## src/rtl/seq_cmp_pkg.sv

```systemverilog
// Shared types and result encodings for the sequential magnitude comparator.
package seq_cmp_pkg;

  typedef enum logic [1:0] {
    ST_IDLE,
    ST_RUN,
    ST_DONE
  } state_t;

  // Same one-hot encoding as the 4-bit combinational comparator: {gt, eq, lt}.
  localparam logic [2:0] CMP_GT   = 3'b100;
  localparam logic [2:0] CMP_EQ   = 3'b010;
  localparam logic [2:0] CMP_LT   = 3'b001;
  localparam logic [2:0] CMP_NONE = 3'b000;

endpackage

```

## src/rtl/slice_cmp.sv

```systemverilog
// Combinational SLICE-bit magnitude comparator; with sgn set the MSB is a
// two's-complement sign bit, so flipping it turns signed order into unsigned order.
module slice_cmp #(
  parameter int SLICE = 4
) (
  input  logic [SLICE-1:0] x,
  input  logic [SLICE-1:0] y,
  input  logic             sgn,
  output logic             gt,
  output logic             eq,
  output logic             lt
);

  logic [SLICE-1:0] flip;
  logic [SLICE-1:0] xk;
  logic [SLICE-1:0] yk;

  assign flip = SLICE'(sgn) << (SLICE - 1);
  assign xk   = x ^ flip;
  assign yk   = y ^ flip;

  assign gt = (xk > yk);
  assign eq = (xk == yk);
  assign lt = (xk < yk);

endmodule

```

## src/rtl/seq_mag_comp.sv

```systemverilog
// Multi-cycle magnitude comparator, MSB slice first with early exit.
// Define SEQ_CMP_SIGNED_EN to add the signed_mode port (two's-complement compare).
module seq_mag_comp
  import seq_cmp_pkg::*;
#(
  parameter int WIDTH = 16,
  parameter int SLICE = 4   // WIDTH must be a multiple of SLICE
) (
  input  logic             clk,
  input  logic             rst,
  input  logic             start,
  input  logic [WIDTH-1:0] a,
  input  logic [WIDTH-1:0] b,
`ifdef SEQ_CMP_SIGNED_EN
  input  logic             signed_mode,
`endif
  output logic             busy,
  output logic             done,
  output logic [2:0]       q
);

  localparam int NSLICE = WIDTH / SLICE;
  localparam int IDXW   = (NSLICE > 1) ? $clog2(NSLICE) : 1;
  localparam logic [IDXW-1:0] IDX_TOP = IDXW'(NSLICE - 1);

  state_t           state;
  state_t           state_nx;
  logic             load;
  logic             finish;
  logic [IDXW-1:0]  idx;
  logic [WIDTH-1:0] a_r;
  logic [WIDTH-1:0] b_r;
  logic [SLICE-1:0] sa;
  logic [SLICE-1:0] sb;
  logic             top_sgn;
  logic             s_gt;
  logic             s_eq;
  logic             s_lt;

  // NOTE: registers use non-blocking assignments so every flop samples pre-edge values.
  always_ff @(posedge clk or posedge rst) begin
    if (rst) state <= ST_IDLE;
    else     state <= state_nx;
  end

  // NOTE: every output of this block gets a default first, so no latch is inferred.
  always_comb begin
    state_nx = state;
    load     = 1'b0;
    finish   = 1'b0;
    unique case (state)
      ST_IDLE: begin
        if (start) begin
          load     = 1'b1;
          state_nx = ST_RUN;
        end
      end
      ST_RUN: begin
        if (!s_eq || idx == '0) begin
          finish   = 1'b1;
          state_nx = ST_DONE;
        end
      end
      ST_DONE: begin
        if (start) begin
          load     = 1'b1;
          state_nx = ST_RUN;
        end else begin
          state_nx = ST_IDLE;
        end
      end
      default: state_nx = ST_IDLE;
    endcase
  end

  always_ff @(posedge clk or posedge rst) begin
    if (rst) begin
      a_r <= '0;
      b_r <= '0;
      idx <= '0;
      q   <= CMP_NONE;
    end else if (load) begin
      a_r <= a;
      b_r <= b;
      idx <= IDX_TOP;
    end else if (state == ST_RUN) begin
      if (finish) q <= s_gt ? CMP_GT : (s_lt ? CMP_LT : CMP_EQ);
      else        idx <= idx - IDXW'(1);
    end
  end

`ifdef SEQ_CMP_SIGNED_EN
  logic sgn_r;

  always_ff @(posedge clk or posedge rst) begin
    if (rst)       sgn_r <= 1'b0;
    else if (load) sgn_r <= signed_mode;
  end

  // Only the top slice carries the sign; lower slices stay unsigned.
  assign top_sgn = sgn_r && (idx == IDX_TOP);
`else
  assign top_sgn = 1'b0;
`endif

  assign sa = SLICE'(a_r >> (idx * SLICE));
  assign sb = SLICE'(b_r >> (idx * SLICE));

  slice_cmp #(.SLICE(SLICE)) u_slice_cmp (
    .x   (sa),
    .y   (sb),
    .sgn (top_sgn),
    .gt  (s_gt),
    .eq  (s_eq),
    .lt  (s_lt)
  );

  assign busy = (state == ST_RUN);
  assign done = (state == ST_DONE);

endmodule

```

## config.mk

```make
export PLATFORM = sky130hd
export DESIGN_NAME = seq_mag_comp
export DESIGN_NICKNAME = d
export VERILOG_FILES = /design/src/rtl/seq_cmp_pkg.sv /design/src/rtl/slice_cmp.sv /design/src/rtl/seq_mag_comp.sv
export SDC_FILE = /design/constraint.sdc
export NUM_CORES = 1
export LEC_CHECK = 0
export CAP_MARGIN = 20
export CORE_MARGIN = 2
export CORE_UTILIZATION = 53
export CTS_BUF_LIST = sky130_fd_sc_hd__clkbuf_4 sky130_fd_sc_hd__clkbuf_8
export DETAILED_ROUTE_END_ITERATION = 12
export PLACE_DENSITY = 0.82
export REMOVE_ABC_BUFFERS = 1
export SLEW_MARGIN = 10
export SYNTH_ARGS = -nofsm -noshare
export SYNTH_HDL_FRONTEND = slang
export SYNTH_SLANG_ARGS = --single-unit
```

## constraint.sdc

```tcl
create_clock -name clk -period 2.8 [get_ports clk]
set_clock_uncertainty 0.15 [all_clocks]
set_input_delay 0.28 -clock clk [delete_from_list [all_inputs] [get_ports clk]]
set_output_delay 0.28 -clock clk [all_outputs]
set_load 0.02 [all_outputs]
```

==> results.sh, run 1 <==
export IMPL_antenna_found_initial=0
export IMPL_power_total_w=0.002003
export IMPL_n_antenna_cell=0
export IMPL_core_um2=3416
export IMPL_rr_worst_depth=6
export IMPL_slew_headroom_pct=66.50
export IMPL_fin_area_um2=2430
export IMPL_vias=1111
export IMPL_dp_hpwl_um=2508
export IMPL_post_cts_buffers=0
export IMPL_syn_inst=120
export IMPL_clock_latency_ps=350
export IMPL_max_cap_viol_count=0
export IMPL_grt_max_degree=40
export IMPL_crit_path_end_kind="flip-flop"
export IMPL_start_kind="flip-flop"
export IMPL_fp_dieW_um=64.43
export IMPL_start_util_pct=56.67
export IMPL_crit_required_ps=2930
export IMPL_viasPerCell=5.316
export IMPL_leakage_nw=1.125
export IMPL_holdBufCountCts=0
export IMPL_critical_path_class="flip-flop to flip-flop"
export IMPL_cts_resized=0
export IMPL_yosysWarnings=0
export IMPL_grt_overflow=0
export IMPL_ir_worst_vdd_v=0.0004462
export IMPL_cts_root_buf="clkbuf_4"
export IMPL_place_gp_congestion=0.7173
export IMPL_wirelength_um=3321
export IMPL_final_nets=202
export IMPL_drive_gt1_share_pct=31.29
export IMPL_ys_ff_latch=39
export IMPL_placed_cells=201
export IMPL_cts_sinks=39
export IMPL_final_fill_count=244
export IMPL_firstDrtPassIters=4
export IMPL_instances_no_fill=209
export IMPL_dieArea_um2=4151
export IMPL_final_setup_viol_count=0
export IMPL_drv_slew=0
export IMPL_worst_path_max_fanout=11
export IMPL_clkTransAtPathRegs_ps=110
export IMPL_finalCritPeriodShare_pct=91.60
export IMPL_track_usage_pct=18.49
export IMPL_pin_count=40
export IMPL_yosys_cell_types_count=22
export IMPL_fin_ws_ps=235.3
export IMPL_cts_htree_levels=2
export IMPL_hold_slack_ps=183.2
export IMPL_grt_pass1_vias=1167
export IMPL_fmax_ghz=0.3899
export IMPL_drt_wirelength_per_cell_um=15.89
export IMPL_status="complete, no violations"
export IMPL_num_rows=21
export IMPL_cts_made_buffers=5
export IMPL_yosysSeqAreaShare_pct=50.42
export IMPL_multiInputGateArea_um2=872.1
export IMPL_grt_setup_unrepaired="no"
export IMPL_critical_path_arrival_ps=2690
export IMPL_drc=0
export IMPL_clock_path_buffers=2
export IMPL_pre_cts_slack_ps=241.4
export IMPL_grt_pass1_wl_um=5602
export IMPL_reg2reg_slack_ps=240
export IMPL_yosysTopAreaCellShare_pct=50.42
export IMPL_period_needed_ps=2565
export IMPL_yosysTopAreaCell="dfrtp_1"
export IMPL_hold_viol=0
export IMPL_syn2layout_area_growth_pct=25.53
export IMPL_syn_area_per_cell_um2=16.13
export IMPL_placed_area_um2=2357
export IMPL_io_buffers=39
export IMPL_layout_common_cells="39 x dfrtp_1, 39 x clkdlybuf4s50_1, 27 x mux2_4"
export IMPL_hold_path_class="input port to asynchronous set/reset pin"
export IMPL_drtIter0Drc=37
export IMPL_regArea_um2=975.9
export IMPL_ant_nets=0
export IMPL_powerDensity_nw_per_um2=824.3
export IMPL_worstMarginPinSlew_ps=502.5
export IMPL_synth_area_top_cells="dfrtp_1 50%, mux2_4 21%, mux4_1 6.8%, mux4_2 3.5%, ha_1 3.2%"
export IMPL_fp_dieH_um=64.43
export IMPL_netlist_area_um2=1936
export IMPL_cts_tree="yes"
-- final cells by class --
class | instances | share of cell area (%)
clock buffer | 8 | 2.987
inverter | 9 | 1.390
sequential | 39 | 40.16
multi-input combinational | 66 | 35.89
tap | 46 | 2.369
timing repair buffer | 41 | 17.20
-- through the flow --
step	utilization [%]	setup TNS [ps]
after floorplan	-	-15900
after global routing	71.14	0
final	71.14	0
after global placement	69.01	0
after detailed placement	69.01	0
after CTS	71.14	0
-- per-layer routing --
metal  wire length, µm  vias to the layer above  global-route usage, %
li1                  -                      517                      -
met1              1332                      563                  21.26
met2              1793                       25                  32.29
met3               137                        6                  5.208
met4                57                        0                  7.979
met5                 0                        -                      0
-- synth_stat cells --
master	count
mux4_1	5
mux4_2	3
buf_2	1
nor2_1	1
nand4_2	1
inv_1	9
mux2_4	27
or2_2	1
a21oi_1	4
nor3_1	2
and2b_2	1
mux2_2	5
ha_1	5
a22o_1	1
o21ai_0	2
nand2_1	3
o21ai_2	1
nor2b_1	2
nor3b_4	1
buf_6	5
a32o_1	1
dfrtp_1	39
-- power by group --
group	switching (W)	total, W	internal, W
clock network	0.000174	0.000331	0.000157
registers	0.000131	0.000864	0.000733
logic	0.000297	0.000807	0.000510
-- flip-flops by register name, summed over array words and instances (netlist names) --
register  count
a_r          16
b_r          16
idx           2
q             3
state         2
-- cell families (layout without fill, tap and decap cells) --
kind of cell    count (synthesis)  after routing  share of synthesized area [%]
mux                            40             40                          34.13
flops                          39             39                          50.42
buf+inv                        15             58                          4.912
simple gates                   12             12                          4.331
compound gates                  9              9                          2.974
fa+ha+maj                       5              5                          3.232
-- worst paths after layout --
kind / from / endpoint
setup / recovery: idx[0] / idx[1]
hold / removal: rst / b_r[12]
setup reg to reg: idx[0] / idx[1]
hold reg to reg: q[0] / q[0]
max in group asynchronous: rst / q[0]
min in group clk: q[0] / q[0]
-- critical path: stages (launching register included) --
cell     delay [ps]
dfrtp_1         670
mux4_1          640
ha_1            330
nand4_2         190
nor3b_4         290
nor3_1           70
a21oi_1         150
Power figures use the tool's default switching activity.
==> run 2, diff against run 1 <==
--- a/config.mk
+++ b/config.mk
@@ -5,9 +5,10 @@
 export SDC_FILE = /design/constraint.sdc
 export NUM_CORES = 1
 export LEC_CHECK = 0
+export ABC_AREA = 1
 export CAP_MARGIN = 20
 export CORE_MARGIN = 2
-export CORE_UTILIZATION = 53
+export CORE_UTILIZATION = 52
 export CTS_BUF_LIST = sky130_fd_sc_hd__clkbuf_4 sky130_fd_sc_hd__clkbuf_8
 export DETAILED_ROUTE_END_ITERATION = 12
 export PLACE_DENSITY = 0.82
==> run 2 against run 1 <==
- global-route usage up 0.51 points
- clock power is essentially flat
- synthesized cell count up 52%
- largest power group is now combinational cells
- clock-buffer cell count unchanged
==> results.sh, run 2 <==
export IMPL_async_flop_share_pct=100.0
export IMPL_synth_compound_area_share_pct=8.300
export IMPL_fp_dieW_um=63.72
export IMPL_antenna_found_initial=0
export IMPL_critical_path_arrival_ps=2450
export IMPL_yosysSeqAreaShare_pct=52.63
export IMPL_finalCritPeriodShare_pct=85.04
export IMPL_final_setup_viol_count=0
export IMPL_cts_tree="yes"
export IMPL_vias=1362
export IMPL_fin_util_pct=69.18
export IMPL_start_kind="flip-flop"
export IMPL_post_cts_buffers=0
export IMPL_regArea_um2=975.9
export IMPL_hold_path_class="input port to asynchronous set/reset pin"
export IMPL_yosys_cell_types_count=20
export IMPL_grt_setup_unrepaired="no"
export IMPL_grt_pass1_wl_um=5934
export IMPL_fin_ws_ps=418.9
export IMPL_track_usage_pct=18.99
export IMPL_core_um2=3390
export IMPL_num_rows=21
export IMPL_yosysTopAreaCellShare_pct=52.63
export IMPL_crit_path_end_kind="flip-flop"
export IMPL_ir_worst_vdd_v=0.0004634
export IMPL_wirelength_um=3296
export IMPL_synth_most_common_cell="dfrtp_1"
export IMPL_dp_hpwl_um=2390
export IMPL_grt_overflow=0
export IMPL_hold_viol=0
export IMPL_largestRegisters="a_r: 16 flops, b_r: 16 flops, q: 3 flops"
export IMPL_slew_headroom_pct=68.27
export IMPL_drtIter0Drc=52
export IMPL_fin_setup_tns_ps=0
export IMPL_grt_pass1_vias=1394
export IMPL_period_needed_ps=2381
export IMPL_synth_simple_gate_area_share_pct=11.81
export IMPL_syn_inst=182
export IMPL_final_fill_count=264
export IMPL_clock_path_buffers=2
export IMPL_cts_resized=0
export IMPL_power_total_w=0.002314
export IMPL_syn_area_per_cell_um2=10.19
export IMPL_dieArea_um2=4060
export IMPL_io_buffers=39
export IMPL_layout_common_cells="39 x dfrtp_1, 39 x clkdlybuf4s50_1, 26 x nand2_1"
export IMPL_multiInputGateArea_um2=762.0
export IMPL_cts_root_buf="clkbuf_4"
export IMPL_yosysWarnings=0
export IMPL_firstDrtPassIters=4
export IMPL_worst_path_max_fanout=10
export IMPL_max_cap_viol_count=0
export IMPL_ys_ff_latch=39
export IMPL_grt_max_degree=40
export IMPL_clkTransAtPathRegs_ps=100
export IMPL_synthAdderAreaFrac_pct=3.374
export IMPL_netlist_area_um2=1854
export IMPL_syn2layout_area_growth_pct=26.45
export IMPL_cts_htree_levels=2
export IMPL_synth_main_ff_cell="dfrtp_1"
export IMPL_synth_xor_area_share_pct=0
export IMPL_cts_sinks=39
export IMPL_yosysTopAreaCell="dfrtp_1"
export IMPL_ant_nets=0
export IMPL_clock_latency_ps=350
export IMPL_cts_made_buffers=5
export IMPL_synth_edf_count=0
export IMPL_drc=0
export IMPL_synth_top_family_by_area="multiplexers"
export IMPL_place_gp_congestion=0.8326
export IMPL_final_nets=263
export IMPL_drv_slew=0
export IMPL_critical_path_class="flip-flop to flip-flop"
export IMPL_start_util_pct=54.71
export IMPL_powerDensity_nw_per_um2=986.7
export IMPL_hold_slack_ps=193.7
export IMPL_viasPerCell=5.044
export IMPL_drt_wirelength_per_cell_um=12.21
export IMPL_synth_common_cells="39 x dfrtp_1, 26 x nand2_1, 22 x nor2_1"
export IMPL_worstMarginPinSlew_ps=476.0
export IMPL_n_antenna_cell=0
export IMPL_pin_count=40
export IMPL_holdBufCountCts=0
export IMPL_pre_cts_slack_ps=442.8
export IMPL_fmax_ghz=0.4200
export IMPL_drive_gt1_share_pct=13.84
export IMPL_crit_required_ps=2870
export IMPL_synth_mux_area_share_pct=17.61
export IMPL_leakage_nw=1.069
export IMPL_fp_dieH_um=63.72
export IMPL_synth_area_top_cells="dfrtp_1 53%, mux2_2 11%, mux2_1 6.7%, nand2_1 5.3%, nor2_1 4.5%"
export IMPL_status="complete, no violations"
## run 2: changes by cell type after synthesis, sizes merged, moves of 7 or more
| cell | previous run | this run |
|---|---|---|
| nor2 | 1 | 23 |
| inv | 9 | 16 |
| nand2 | 3 | 26 |
| o21ai | 3 | 16 |
| mux4 | 8 | 0 |
## run 2: worst max-delay path, stage by stage, from the launching register on
cell and delay [ps]:
dfrtp_1 530, clkinv_1 290, o21ai_0 150, o22ai_1 100
ha_1 300, nand2_1 70, nor2_1 320, nand3_1 180
nand2_1 100, nand3_1 70
## run 2: routing by layer
| metal | GRT usage, % | share of wire (%) | vias to the layer above |
|---|---|---|---|
| li1 | - | - | 687 |
| met1 | 23.76 | 45 | 639 |
| met2 | 31.18 | 50 | 28 |
| met3 | 3.929 | 3.4 | 8 |
| met4 | 9.511 | 2.2 | 0 |
| met5 | 0 | 0 | - |
## run 2: stage by stage
step | std cells | instance area (µm²)
CTS | 270 | 2345
global route | 270 | 2345
floorplan | 174 | 1802
finish | 270 | 2345
detailed placement | 262 | 2272
global placement | 262 | 2272
## run 2: cell families after synthesis
kind of cell,count (synthesis)
fa+ha+maj,5
simple gates,55
mux,29
buf+inv,25
compound gates,29
flops,39
## run 2: worst paths after layout
kind / startpoint / to / slack [ps] / cells after the start
worst max-delay path: idx[1] / idx[1] / 420 / 9
max in group asynchronous: rst / b_r[7] / 1980 / 3
worst min-delay path: rst / b_r[8] / 190 / 3
min in group clk: q[1] / q[1] / 350 / 2
worst min register to register: q[1] / q[1] / 350 / 2
worst max register to register: idx[1] / idx[1] / 420 / 9
## run 2: power breakdown
part / internal [W] / switching [W] / total, W
Combinational: 0.000496 / 0.000595 / 0.00109
Clock: 0.000157 / 0.000170 / 0.000328
Sequential: 0.000774 / 0.000121 / 0.000895
Total: 0.00143 / 0.000886 / 0.00231
## run 2: final cells by class
class	count	area share [%]
multi-input combinational	118	32.50
tap	46	2.455
timing repair buffer	42	17.61
sequential	39	41.62
clock buffer	8	3.095
inverter	17	2.721
==> run 3, diff against run 2 <==
==> constraint.sdc (replaced) <==
create_clock -name clk -period 2.6 [get_ports clk]
set_clock_uncertainty 0.15 [all_clocks]
set_input_delay 0.26 -clock clk [delete_from_list [all_inputs] [get_ports clk]]
set_output_delay 0.26 -clock clk [all_outputs]
set_load 0.02 [all_outputs]
==> run 3 against run 2 <==
- sequential share of layout area up 0.20 points
- maximum frequency up 0.25%
- total power up 5.2%
- clock power down 6.4%
- critical path depth unchanged
- worst setup slack worse by 190 ps
- global-route usage down 0.29 points
- via count about the same
- cell count unchanged
- wire length down 0.39%
- first-iteration DRC count up 13%
- largest cell class unchanged
==> results.sh, run 3 (synthesis results as in run 2) <==
export IMPL_worstMarginPinSlew_ps=471.5
export IMPL_clock_path_buffers=2
export IMPL_worst_path_max_fanout=10
export IMPL_switching_share_pct=38.61
export IMPL_io_buffers=39
export IMPL_start_util_pct=54.71
export IMPL_wirelength_um=3283
export IMPL_fmax_ghz=0.4210
export IMPL_drtIter0Drc=59
export IMPL_antenna_found_initial=0
export IMPL_vias=1363
export IMPL_syn2layout_area_growth_pct=25.84
export IMPL_layout_common_cells="39 x dfrtp_1, 39 x clkdlybuf4s50_1, 26 x nand2_1"
export IMPL_final_nets=263
export IMPL_r2r_end="idx[1]"
export IMPL_grt_pass1_wl_um=5775
export IMPL_n_antenna_cell=0
export IMPL_fin_util_pct=68.84
export IMPL_grt_max_degree=40
export IMPL_dieArea_um2=4060
export IMPL_core_um2=3390
export IMPL_slew_headroom_pct=68.57
export IMPL_hold_viol=0
export IMPL_drv_slew=0
export IMPL_num_rows=21
export IMPL_drt_wirelength_per_cell_um=12.16
export IMPL_place_gp_congestion=0.8366
export IMPL_critical_path_class="flip-flop to flip-flop"
export IMPL_firstDrtPassIters=4
export IMPL_reg2reg_slack_ps=220
export IMPL_start_kind="flip-flop"
export IMPL_largestRegisters="a_r: 16 flops, b_r: 16 flops, q: 3 flops"
export IMPL_pin_count=40
export IMPL_cts_made_buffers=5
export IMPL_placed_cells=262
export IMPL_period_needed_ps=2375
export IMPL_drive_gt1_share_pct=14.29
export IMPL_clock_latency_ps=340
export IMPL_cp_num_buf_inv=1
export IMPL_viasPerCell=5.048
export IMPL_crit_required_ps=2660
export IMPL_crit_family="simple AND/OR/NAND/NOR gates"
export IMPL_dp_hpwl_um=2368
export IMPL_grt_overflow=0
export IMPL_cts_root_buf="clkbuf_4"
export IMPL_slowest_delay_ps=570
export IMPL_final_setup_viol_count=0
export IMPL_ant_nets=0
export IMPL_drc=0
export IMPL_seqPwrFrac_pct=39.7
export IMPL_ir_worst_vdd_v=0.0004940
export IMPL_clkTransAtPathRegs_ps=100
export IMPL_leakage_nw=1.061
export IMPL_fp_dieW_um=63.72
export IMPL_rr_worst_depth=9
export IMPL_power_total_w=0.002433
export IMPL_cts_sinks=39
export IMPL_instances_no_fill=270
export IMPL_track_usage_pct=18.70
export IMPL_critical_path_arrival_ps=2440
export IMPL_slowest_stage="dfrtp_1"
export IMPL_grt_pass1_vias=1323
export IMPL_hold_path_class="input port to asynchronous set/reset pin"
export IMPL_fp_dieH_um=63.72
export IMPL_finalCritPeriodShare_pct=91.35
export IMPL_intPower_w=0.001494
export IMPL_combPwrFrac_pct=47.7
export IMPL_p_sw_w=0.0009393
export IMPL_post_cts_buffers=0
export IMPL_status="complete, no violations"
export IMPL_cts_htree_levels=2
export IMPL_max_cap_viol_count=0
export IMPL_crit_path_end_kind="flip-flop"
export IMPL_powerDensity_nw_per_um2=1043
export IMPL_clockPowerShare_pct=12.6
export IMPL_cts_tree="yes"
export IMPL_reg2reg_from="idx[1]"
export IMPL_crit_chain="clkinvlp_4 -> o21ai_0 -> o22ai_1 -> ha_1 -> nand2_1 -> nor2_1 -> nand3_1 -> nand2_1 -> nand3_1"
## run 3: cell count changes in the layout (fill, tap and decap cells not counted), sizes merged
cell and delta:
clkbuf -1, clkinvlp +1
## run 3: power by group through the flow
| stage | registers [W] | logic [W] | clock network, W |
|---|---|---|---|
| after floorplan | 0.000967 | 0.000848 | 0 |
| after global placement | 0.000967 | 0.00114 | 0 |
| after detailed placement | 0.000976 | 0.00116 | 0 |
| after CTS | 0.000963 | 0.00117 | 0.000315 |
| after global routing | 0.000998 | 0.00136 | 0.000349 |
| final | 0.000965 | 0.00116 | 0.000307 |
## run 3: through the flow
| stage | TNS, ps | setup WS (ps) | cell area, µm² | hold slack, ps |
|---|---|---|---|---|
| final | 0 | 224.8 | 2333 | 180.2 |
| after global routing | -0.07949 | -0.07949 | 2333 | 209.2 |
| after CTS | 0 | 238.9 | 2330 | 183.5 |
| after detailed placement | 0 | 254.2 | 2272 | 319.0 |
| after global placement | 0 | 354.8 | 2272 | 315.0 |
| after floorplan | 0 | 290.4 | 1802 | 241.8 |
## run 3: cell type report
| cell class | instances | area (µm²) |
|---|---|---|
| inverter | 17 | 67.56 |
| clock buffer | 7 | 52.55 |
| fill | 260 | 1056 |
| timing repair buffer | 42 | 412.9 |
| clock inverter | 1 | 5.005 |
| tap | 46 | 57.56 |
| sequential | 39 | 975.9 |
| multi-input combinational | 118 | 762.0 |
## run 3: metal layers
layer	up-vias	share of wire [%]	GRT usage, %
met2	31	50	30.53
met5	-	0	0
met1	643	44	22.75
li1	685	-	-
met3	4	4.1	6.250
met4	0	1.6	7.609
## run 3: tightest hold or removal path, delay by kind of cell
kind | cells | cell delay, ps
buffers and inverters | 3 | 860
## run 3: worst max-delay path by stage
stage | startpoint | endpoint | slack [ps] | cells after the start
3_5_place_dp | idx[1] | idx[1] | 250 | 9
6_report | idx[1] | idx[1] | 220 | 9
4_1_cts | idx[1] | idx[1] | 240 | 9
2_1_floorplan | idx[0] | idx[0] | 290 | 9
3_3_place_gp | idx[1] | idx[0] | 350 | 9
5_1_grt | idx[1] | idx[1] | -0.08 | 9
## run 3: repair_timing
| item | CTS | global route |
|---|---|---|
| endpoints found under the hold margin | 0 | 0 |
| gates resized for setup | 0 | 1 |
| setup endpoints to repair | 0 | 2 |
| hold buffers | 0 | 0 |
